## src/rtl/keypad.sv

```systemverilog
// 4x4 active-low key-matrix scanner on the CPU read bus (0xf8-0xfb).
// One row is driven per time slot, each row is debounced by comparing two consecutive samples, and the latest press code is latched.
module keypad #(
  parameter int unsigned SCAN_BITS = 12
) (
  input  logic       clk,
  input  logic       rst_n,
  input  logic       re,
  input  logic [7:0] addr,
  output logic [7:0] out,
  output logic [3:0] row,
  input  logic [3:0] col
);

  localparam int unsigned CW = SCAN_BITS + 2;

  logic [CW-1:0] cnt_q, cnt_d;
  logic [3:0]    row_q, row_d;
  logic [3:0]    sync1_q, sync2_q;
  logic [3:0]    prev_q [4];
  logic [3:0]    prev_d [4];
  logic [15:0]   stable_q, stable_d;
  logic [3:0]    code_q, code_d;
  logic          valid_q, valid_d;
  logic          overrun_q, overrun_d;
  logic [4:0]    pcnt_q, pcnt_d;
  logic [7:0]    out_q, out_d;

  logic [1:0]    r;
  logic [3:0]    cur;
  logic [3:0]    new_keys;
  logic [1:0]    low_idx;
  logic          sample;
  logic          rd_status;

  always_comb begin
    cnt_d     = cnt_q + 1'b1;
    // Row register follows the counter's next value so it always matches the current slot.
    row_d     = ~(4'b0001 << cnt_d[CW-1 -: 2]);
    r         = cnt_q[CW-1 -: 2];
    cur       = ~sync2_q;
    sample    = &cnt_q[SCAN_BITS-1:0];
    rd_status = re && (addr == 8'hf8);

    prev_d    = prev_q;
    stable_d  = stable_q;
    code_d    = code_q;
    valid_d   = valid_q;
    overrun_d = overrun_q;
    new_keys  = '0;
    low_idx   = '0;

    if (rd_status) begin
      valid_d   = 1'b0;
      overrun_d = 1'b0;
    end

    if (sample) begin
      prev_d[r] = cur;
      if (cur == prev_q[r]) begin
        new_keys                   = cur & ~stable_q[{r, 2'b00} +: 4];
        stable_d[{r, 2'b00} +: 4]  = cur;
      end
    end

    for (int unsigned i = 4; i > 0; i--) begin
      if (new_keys[i-1]) low_idx = 2'(i - 1);
    end

    // A press in the same cycle as a status read wins; overrun only accrues without a read.
    if (|new_keys) begin
      valid_d   = 1'b1;
      overrun_d = rd_status ? 1'b0 : (overrun_q | valid_q);
      code_d    = {r, low_idx};
    end

    pcnt_d = '0;
    for (int unsigned i = 0; i < 16; i++) begin
      pcnt_d = pcnt_d + {4'b0000, stable_q[i]};
    end

    out_d = '0;
    if (re) begin
      unique case (addr)
        8'hf8:   out_d = {valid_q, overrun_q, 2'b00, code_q};
        8'hf9:   out_d = stable_q[7:0];
        8'hfa:   out_d = stable_q[15:8];
        8'hfb:   out_d = {3'b000, pcnt_q};
        default: out_d = '0;
      endcase
    end
  end

  always_ff @(posedge clk or negedge rst_n) begin
    if (!rst_n) begin
      cnt_q     <= '0;
      row_q     <= 4'b1110;
      sync1_q   <= '1;
      sync2_q   <= '1;
      for (int unsigned i = 0; i < 4; i++) prev_q[i] <= '0;
      stable_q  <= '0;
      code_q    <= '0;
      valid_q   <= 1'b0;
      overrun_q <= 1'b0;
      pcnt_q    <= '0;
      out_q     <= '0;
    end else begin
      cnt_q     <= cnt_d;
      row_q     <= row_d;
      sync1_q   <= col;
      sync2_q   <= sync1_q;
      prev_q    <= prev_d;
      stable_q  <= stable_d;
      code_q    <= code_d;
      valid_q   <= valid_d;
      overrun_q <= overrun_d;
      pcnt_q    <= pcnt_d;
      out_q     <= out_d;
    end
  end

  assign out = out_q;
  assign row = row_q;

endmodule

```

## config.mk

```make
export PLATFORM = sky130hd
export DESIGN_NAME = keypad
export DESIGN_NICKNAME = d
export VERILOG_FILES = /design/src/rtl/keypad.sv
export SDC_FILE = /design/constraint.sdc
export NUM_CORES = 1
export LEC_CHECK = 0
export BUFFER_PORTS_ARGS = -buffer_cell sky130_fd_sc_hd__buf_2
export CORE_AREA = 4 4 111 113
export CTS_BUF_LIST = sky130_fd_sc_hd__clkbuf_16
export DETAILED_ROUTE_END_ITERATION = 7
export DIE_AREA = 0 0 115 117
export GPL_TIMING_DRIVEN = 0
export SYNTH_ARGS = -nofsm -noshare
export SYNTH_HDL_FRONTEND = slang
export SYNTH_SLANG_ARGS = --single-unit
```

## constraint.sdc

```tcl
create_clock -name clk -period 4.9 [get_ports clk]
set_input_delay 0.49 -clock clk [delete_from_list [all_inputs] [get_ports clk]]
set_output_delay 0.49 -clock clk [all_outputs]
set_load 0.02 [all_outputs]
```

# [Word level (Yosys, flattened, before mapping)]
# Index checks and enable logic that the tools add are counted.
[totals] input_bits=15 out_inout_bits=12 wordCells=73 register_bits=77
[classes] n_eq_ne=5 mux=19 bitwise=6 add_sub_neg=17 shift=4 magnitude_cmp=2 reduce_logical=6
[op_table] cell="adder 5 x 1 -> 5 bit" n=11
[op_table] cell="bitwise mux 16 bit" n=2
[op_table] cell="== test 8 bit (second input constant)" n=4
[op_table] cell="case mux 8 bit (4 select lines)" n=1
[op_table] cell="2-to-1 mux 4 bit" n=5
[op_table] cell="variable shift 4 x 6 -> 16 bit (first input constant)" n=1
[op_table] cell="indexed part select 16 x 5 -> 4 bit" n=1
[op_table] cell="indexed part select 4 x 6 -> 16 bit" n=1
[op_table] cell="adder 14 x 1 -> 14 bit (second input constant)" n=1
[op_table] cell="AND reduction 13 bit" n=1
[op_table] cell="NOT 4 bit" n=3
[op_table] cell="AND reduction 12 bit" n=1
[op_table] cell="binary-select mux 4 bit (select 2 bit)" n=1
[op_table] cell="demux 4 bit (select 2 bit)" n=1
[op_table] cell="2-to-1 mux 2 bit" n=4
[op_table] cell="2-to-1 mux 8 bit" n=1
[op_table] cell="negation 4 -> 6 bit" n=1
[op_table] cell="adder 4 x 1 -> 5 bit" n=1
[op_table] cell="adder 3 x 1 -> 4 bit" n=1
[op_table] cell="AND 4 bit" n=1
[op_table] cell="== test 4 bit" n=1
[op_table] cell="2-to-1 mux 1 bit" n=4
[op_table] cell="OR reduction 4 bit" n=1
[op_table] cell="left shift 1 x 2 -> 4 bit (first input constant)" n=1
[op_table] cell="other kinds (8)" n=9

# [Logic depth before layout (Yosys ltp)]
# Gate-level depths: netlist (run 1).
[logic_depth] ltp_word=15 depth_mapped=12 mapped_depth_nobuf=12

# [Worst setup path after synthesis (run 1)]
# No wires, ideal clock.
[synth_path] path_type="reg-to-reg" from="reg stable_q[0]" to="reg pcnt_q[4]" n_path_buf=0 path_stages_with_launch=12 t_required_ns=4.836 arrival_time_ns=3.168 setup_slack_ns=1.668 setup_ns=0.064 synth_period_minus_slack_ns=3.232 cell_sequence="dfrtp_1 > inv_1 > fa_1 > fa_1 > fa_1 > fa_1 > inv_1 > ha_1 > inv_1 > fa_1 > nor2b_1 > o21a_1"
[synth_via] elab_chain_cells=15
[synth_lines] element="from (decl)" line="22" rtl="logic [15:0] stable_q, stable_d;"
[synth_lines] element="from (signal assigned)" line="113" rtl="stable_q <= stable_d;"
[synth_lines] element="adder 1 x 1 -> 2 bit" line="79" rtl="pcnt_d = pcnt_d + {4'b0000, stable_q[i]};"
[synth_lines] element="adder 2 x 1 -> 3 bit" line="79"
[synth_lines] element="adder 3 x 1 -> 4 bit" line="79"
[synth_lines] element="adder 4 x 1 -> 5 bit" line="79"
[synth_lines] element="adder 5 x 1 -> 5 bit (11 in a row)" line="79"
[synth_lines] element="via pcnt_d[4]" line="26" rtl="logic [4:0] pcnt_q, pcnt_d;"
[synth_lines] element="to (signal assigned)" line="117" rtl="pcnt_q <= pcnt_d;"
[synth_lines] element="to (decl)" line="26"
# The timed path passes the listed nets, and every way through them passes these cells.
# A chain may end at the register's enable or synchronous reset.

# [Worst setup path in the final report (run 1)]
# Same ends and word-level chain as after synthesis.

==> out/qor.yml, run 1 <==
grt:
  grtUsageMet1: 0.157
  busiest_layer: "met2"
  antenna_found_initial: 0
  grt_pass1_vias: 2498
  grt_use_met3: 0.0324
  gr-total-overflow: 0
  use_met2: 0.195
  grt_max_degree: 65
  grt_pass1_wl_mm: 12.5
  track_usage: 0.120
synthesis:
  async_reset_ff_frac: 1.00
  synth_largest_area_cell: "dfrtp_1"
  syn_inst: 322
  seq_area_frac_synth: 0.501
  synth_edf_count: 0
  ys_top_cells_by_area: "dfrtp_1 (43%), dfstp_2 (7.5%), fa_1 (5.2%)"
  synth.avg_cell_area_um2: 12.0
  syn_nets: 360
  ys_ff_latch: 77
  netlist_area_um2: 3870
  synth_flop_cell: "dfrtp_1"
  ys_warn_count: 0
  yosysUniqueCellTypes: 37
  synth_top_area_frac: 0.427
layout:
  drive_above_1_share: 0.253
  regArea_um2: 1940
  multi_input_comb_area_um2: 1730
  antennaDiodeCount: 0
  syn_to_final_growth_pct: 16.2
  nFillCells: 1099
  instances_no_fill: 507
  nNetsFinal: 397
worst_setup_path:
  worstReg2RegStart: "stable_q[0]"
  cp.required_ns: 5.17
  crit_type: "reg -> reg"
  r2r_cells: 11
  critPathCaptureType: "flip-flop"
  timing.rr.end: "pcnt_q[4]"
  cp_common_cell: "fa_1"
  cp_data_arrival_time_ns: 3.73
  slowest_stage: "fa_1"
  crit_chain: "inv_1 > fa_1 > fa_1 > fa_1 > fa_1 > inv_1 > ha_1 > inv_1 > fa_1 > nor2b_1 > o21a_1"
  r2r_slack_ns: 1.44
  critPathMaxFanout: 4
  critPathLaunchType: "flip-flop"
  critical_path.max_stage_delay_ns: 0.56
sta:
  tightest_slew_ns: 0.527
  rsz0062_at_grt: "false"
  fin_skew_ns: 0.00824
  max_clock_freq_mhz: 289
  min_period_over_period: 0.706
  min_period_ns: 3.46
  finalHoldViolCount: 0
  tns_ns: 0
  finalSetupViolations: 0
  slew_headroom: 0.646
  drv_slew: 0
detailed_routing:
  wire_per_inst_um: 14.7
  drt-initial-drc-count: 91
  wl_mm: 7.44
  drc: 0
  vias: 2407
  firstDrtPassIters: 4
  via_per_inst: 4.75
  ant_nets: 0
power:
  p_leak_nw: 2.10
  peakVddDrop_uv: 167
  p_per_area_nw_per_um2: 295
placement:
  dp_hpwl_mm: 5.25
  place_congestion: 0.793
  portBuffers: 25
  dp.cells: 491
floorplanning:
  initial_core_util: 0.342
  die_y_um: 117
  rows: 39
  core-area_um2: 11300
  die_width_um: 115
  fp.dieArea_um2: 13500
  io_pins: 27
clock_network:
  holdBufCountCts: 0
  clockBufferDepth: 2
  cts_resized: 0
  clk_pin_slew_ns: 0.06
  h-tree-depth: 3
  post_cts_buffers: 0
  clkLatencyLatePin_ns: 0.33
  clock-sinks: 77
  cts_made_buffers: 9
  cts.root.buffer_cell: "clkbuf_16"
  cts_tree: "built"
flow_run:
  max_cap_viol_count: 0
hold_path:
  hold_class: "in -> async"
run_status:
  outcome: "complete, no violations"
through the flow:
| step | utilization | instance area (um^2) | setup WS, ns | power [mW] | hold slack [ns] |
|---|---|---|---|---|---|
| after floorplan | - | 3870 | 1.67 | 0.672 | 0.194 |
| after global placement | 0.369 | 4170 | 1.48 | 0.695 | 0.347 |
| after detailed placement | 0.371 | 4200 | 1.45 | 0.699 | 0.348 |
| after CTS | 0.397 | 4500 | 1.42 | 1.34 | 0.0109 |
| after global routing | 0.397 | 4500 | 1.28 | 1.38 | 0.0173 |
| final | 0.397 | 4500 | 1.44 | 1.33 | 0.00922 |
area by class of cell:
type / count / share of cell area
plain buffers: 13 / 0.0192
clock buffers: 10 / 0.0557
clock inverters: 6 / 0.00918
inverters: 31 / 0.0259
multi-input cells: 201 / 0.384
flip-flops and latches: 77 / 0.432
well taps: 143 / 0.0398
repair buffers: 26 / 0.0345
power breakdown:
part	internal (mW)	switching (mW)	leakage [nW]
clock	0.375	0.267	0.143
combinational	0.0140	0.0282	0.933
sequential	0.643	0.00110	1.02
total	1.03	0.296	2.10
cells in the mapped netlist, types with 3 or more instances:
cell type  instances
dfrtp_1           66
nand2_1           33
inv_1             31
nor2_1            24
o21ai_0           19
xnor2_1           15
ha_1              13
mux2_4            12
dfstp_2           11
fa_1              10
nand3_1            8
nor2b_1            7
mux2_2             6
mux4_1             6
mux4_2             6
a21oi_1            5
and3_1             5
or2_2              5
buf_6              4
nand4_1            4
or3_1              4
buf_1              3
buf_2              3
xor2_1             3
worst max-delay path, delay by kind of cell (launching register included):
kind / cells / cell delay [ns]
AND/OR/NAND/NOR: 1 / 0.14
flip-flops: 1 / 0.43
AO/OA/AOI/OAI: 1 / 0.11
buffers and inverters: 3 / 0.22
adder cells (fa/ha/maj): 6 / 2.51
how the worst max path moves through the flow:
stage	to	slack, ns	start
final	pcnt_q[4]	1.44	stable_q[0]
after global routing	pcnt_q[4]	1.28	stable_q[7]
after CTS	pcnt_q[4]	1.42	stable_q[0]
after detailed placement	pcnt_q[4]	1.45	stable_q[0]
after global placement	pcnt_q[4]	1.48	stable_q[0]
after floorplan	pcnt_q[4]	1.67	stable_q[0]
kinds of logic (layout without fill, tap and decap cells):
logic type,after synthesis,count (layout),share of synthesized area
xor gates and xnor gates,18,18,0.0407
AOI/OAI and AO/OA,30,30,0.0420
and+or+nand+nor,98,98,0.125
muxes,32,32,0.145
DFF,77,77,0.501
buffers and inverters,44,86,0.0524
adders and majority gates,23,23,0.0938
layout by cell type, fill, tap and decap left out, types with 7 or more instances in the layout:
master and instances:
buf_2 27, clkbuf_16 10, dfrtp_1 66, dfstp_2 11
fa_1 10, ha_1 13, inv_1 31, mux2_4 12
nand2_1 33, nand3_1 8, nor2_1 24, nor2b_1 7
o21ai_0 19, xnor2_1 15
registers in the layout (all words and copies together) (netlist names):
name and cells:
sync2_q 4, cnt_q 14, out 8, code_q 4, sync1_q 4, prev_q 16
stable_q 16, row 4, overrun_q 1, valid_q 1, pcnt_q 5
metal layers:
metal / share of wire / up-vias
li1: - / 1142
met1: 0.47 / 1211
met2: 0.48 / 44
met3: 0.036 / 10
met4: 0.0094 / 0
met5: 0 / -
Note: power is estimated with default switching activity, not from simulation.
==> run 2, diff against run 1 <==
==> constraint.sdc (replaced) <==
create_clock -name clk -period 3.5 [get_ports clk]
set_input_delay 0.35 -clock clk [delete_from_list [all_inputs] [get_ports clk]]
set_output_delay 0.35 -clock clk [all_outputs]
set_load 0.02 [all_outputs]
==> run 2 against run 1 <==
Compared with the run above:
- highest routed layer unchanged
- utilization rose by 0.73 points
- fmax rose by 3.7%
- global-route usage barely moved
- sequential share of layout area fell by 0.72 points
- critical path depth fell by 1
- die area did not move
- largest cell class unchanged
==> out/qor.yml, run 2 (same netlist as run 1, synthesis figures left out) <==
run_status:
  outcome: "complete, no violations"
power:
  internal_power_mw: 1.45
  share_seq_of_total_power: 0.485
  p_per_area_nw_per_um2: 406
  peakVddDrop_uv: 234
  switching_share: 0.222
  p_sw_uw: 412
  p_leak_nw: 2.15
  power.share.clock: 0.482
  p_total_mw: 1.86
  combinationalPowerShare: 0.032
worst_setup_path:
  cp_data_arrival_time_ns: 3.58
  slowest_stage: "fa_1"
  critPathMaxFanout: 4
  critical_path.max_stage_delay_ns: 0.58
  crit_buf_inv: 2
  crit_family: "adder cells"
  critPathLaunchType: "flip-flop"
  crit_chain: "inv_1 > fa_1 > fa_1 > fa_1 > fa_1 > inv_1 > ha_1 > a21o_1 > a21oi_1 > xnor2_1"
  cp_common_cell: "fa_1"
  r2r_slack_ns: 0.16
  critPathCaptureType: "flip-flop"
  crit_type: "reg -> reg"
  cp.required_ns: 3.75
grt:
  grt_pass1_vias: 2501
  gr-total-overflow: 0
  grt_max_degree: 65
  antenna_found_initial: 0
  track_usage: 0.120
  grt_pass1_wl_mm: 12.5
detailed_routing:
  firstDrtPassIters: 4
  via_per_inst: 4.67
  drc: 0
  wire_per_inst_um: 14.5
  ant_nets: 0
  drt-initial-drc-count: 106
  wl_mm: 7.51
  vias: 2416
clock_network:
  clock-sinks: 77
  cts_made_buffers: 9
  cts.root.buffer_cell: "clkbuf_16"
  clk_pin_slew_ns: 0.06
  h-tree-depth: 3
  clkLatencyLatePin_ns: 0.33
  clockBufferDepth: 2
  cts_tree: "built"
layout:
  final_area_um2: 4580
  layout.cells.most_common: "dfrtp_1"
  drive_above_1_share: 0.278
  mostFrequentLayoutCells: "dfrtp_1 (64), nand2_1 (33), inv_1 (31)"
  antennaDiodeCount: 0
  nNetsFinal: 407
  reg_top3: "prev_q: 16 flops, stable_q: 16 flops, cnt_q: 14 flops"
  syn_to_final_growth_pct: 18.3
floorplanning:
  core-area_um2: 11300
  die_y_um: 117
  die_width_um: 115
  io_pins: 27
  fp.dieArea_um2: 13500
  rows: 39
  initial_core_util: 0.342
hold_path:
  hold_class: "in -> reg"
sta:
  tightest_slew_ns: 0.529
  slew_headroom: 0.648
  drv_slew: 0
  finalHoldViolCount: 0
  rsz0062_at_grt: "false"
  min_period_ns: 3.34
  max_clock_freq_mhz: 300
  tns_ns: 0
  min_period_over_period: 0.953
  fin_skew_ns: 0.00607
  hold_slack_ns: 0.121
  finalSetupViolations: 0
placement:
  placed_area_um2: 4200
  dp_hpwl_mm: 5.25
  portBuffers: 25
  place_congestion: 0.793
flow_run:
  max_cap_viol_count: 0
run 2: routing by layer:
metal	up-vias	GRT usage	routed length (um)
met5	-	0	0
met4	0	0.0399	67
met3	5	0.0324	322
met2	45	0.195	3630
met1	1204	0.158	3490
li1	1162	-	-
run 2: final timing paths:
check                              from          to  cells past startpoint
hold reg to reg              sync1_q[3]  sync2_q[3]                      0
hold / removal                   col[0]  sync1_q[0]                      1
setup reg to reg           stable_q[11]   pcnt_q[3]                     10
min in group asynchronous         rst_n   pcnt_q[1]                      2
setup / recovery           stable_q[11]   pcnt_q[3]                     10
max in group asynchronous         rst_n  sync1_q[2]                      3
run 2: layout make-up:
type / count / area [um^2]
fill: 1089 / 6740
sequential: 77 / 1940
multi-input combinational: 201 / 1730
clock buffer: 10 / 250
timing repair buffer: 36 / 233
tap: 143 / 179
inverter: 31 / 116
buffer: 13 / 86.3
clock inverter: 6 / 41.3
run 2: what timing repair did:
item	CTS	global route
gates resized for setup	0	3
setup buffers	0	9
setup endpoints to repair	0	3
hold endpoints to repair	13	0
hold buffers	1	0
run 2: power groups by stage:
stage | sequential, mW | combinational, mW | clock (mW)
floorplan | 0.917 | 0.0245 | 0
global placement | 0.917 | 0.0559 | 0
detailed placement | 0.917 | 0.0612 | 0
CTS | 0.901 | 0.0622 | 0.917
global route | 0.901 | 0.0680 | 0.957
finish | 0.901 | 0.0602 | 0.895
run 2: metrics by stage:
step	instances	setup slack, ns	utilization
floorplan	322	0.268	-
global placement	490	0.0779	0.369
detailed placement	491	0.0463	0.371
CTS	508	0.0207	0.398
global route	517	0.0213	0.404
finish	517	0.163	0.404
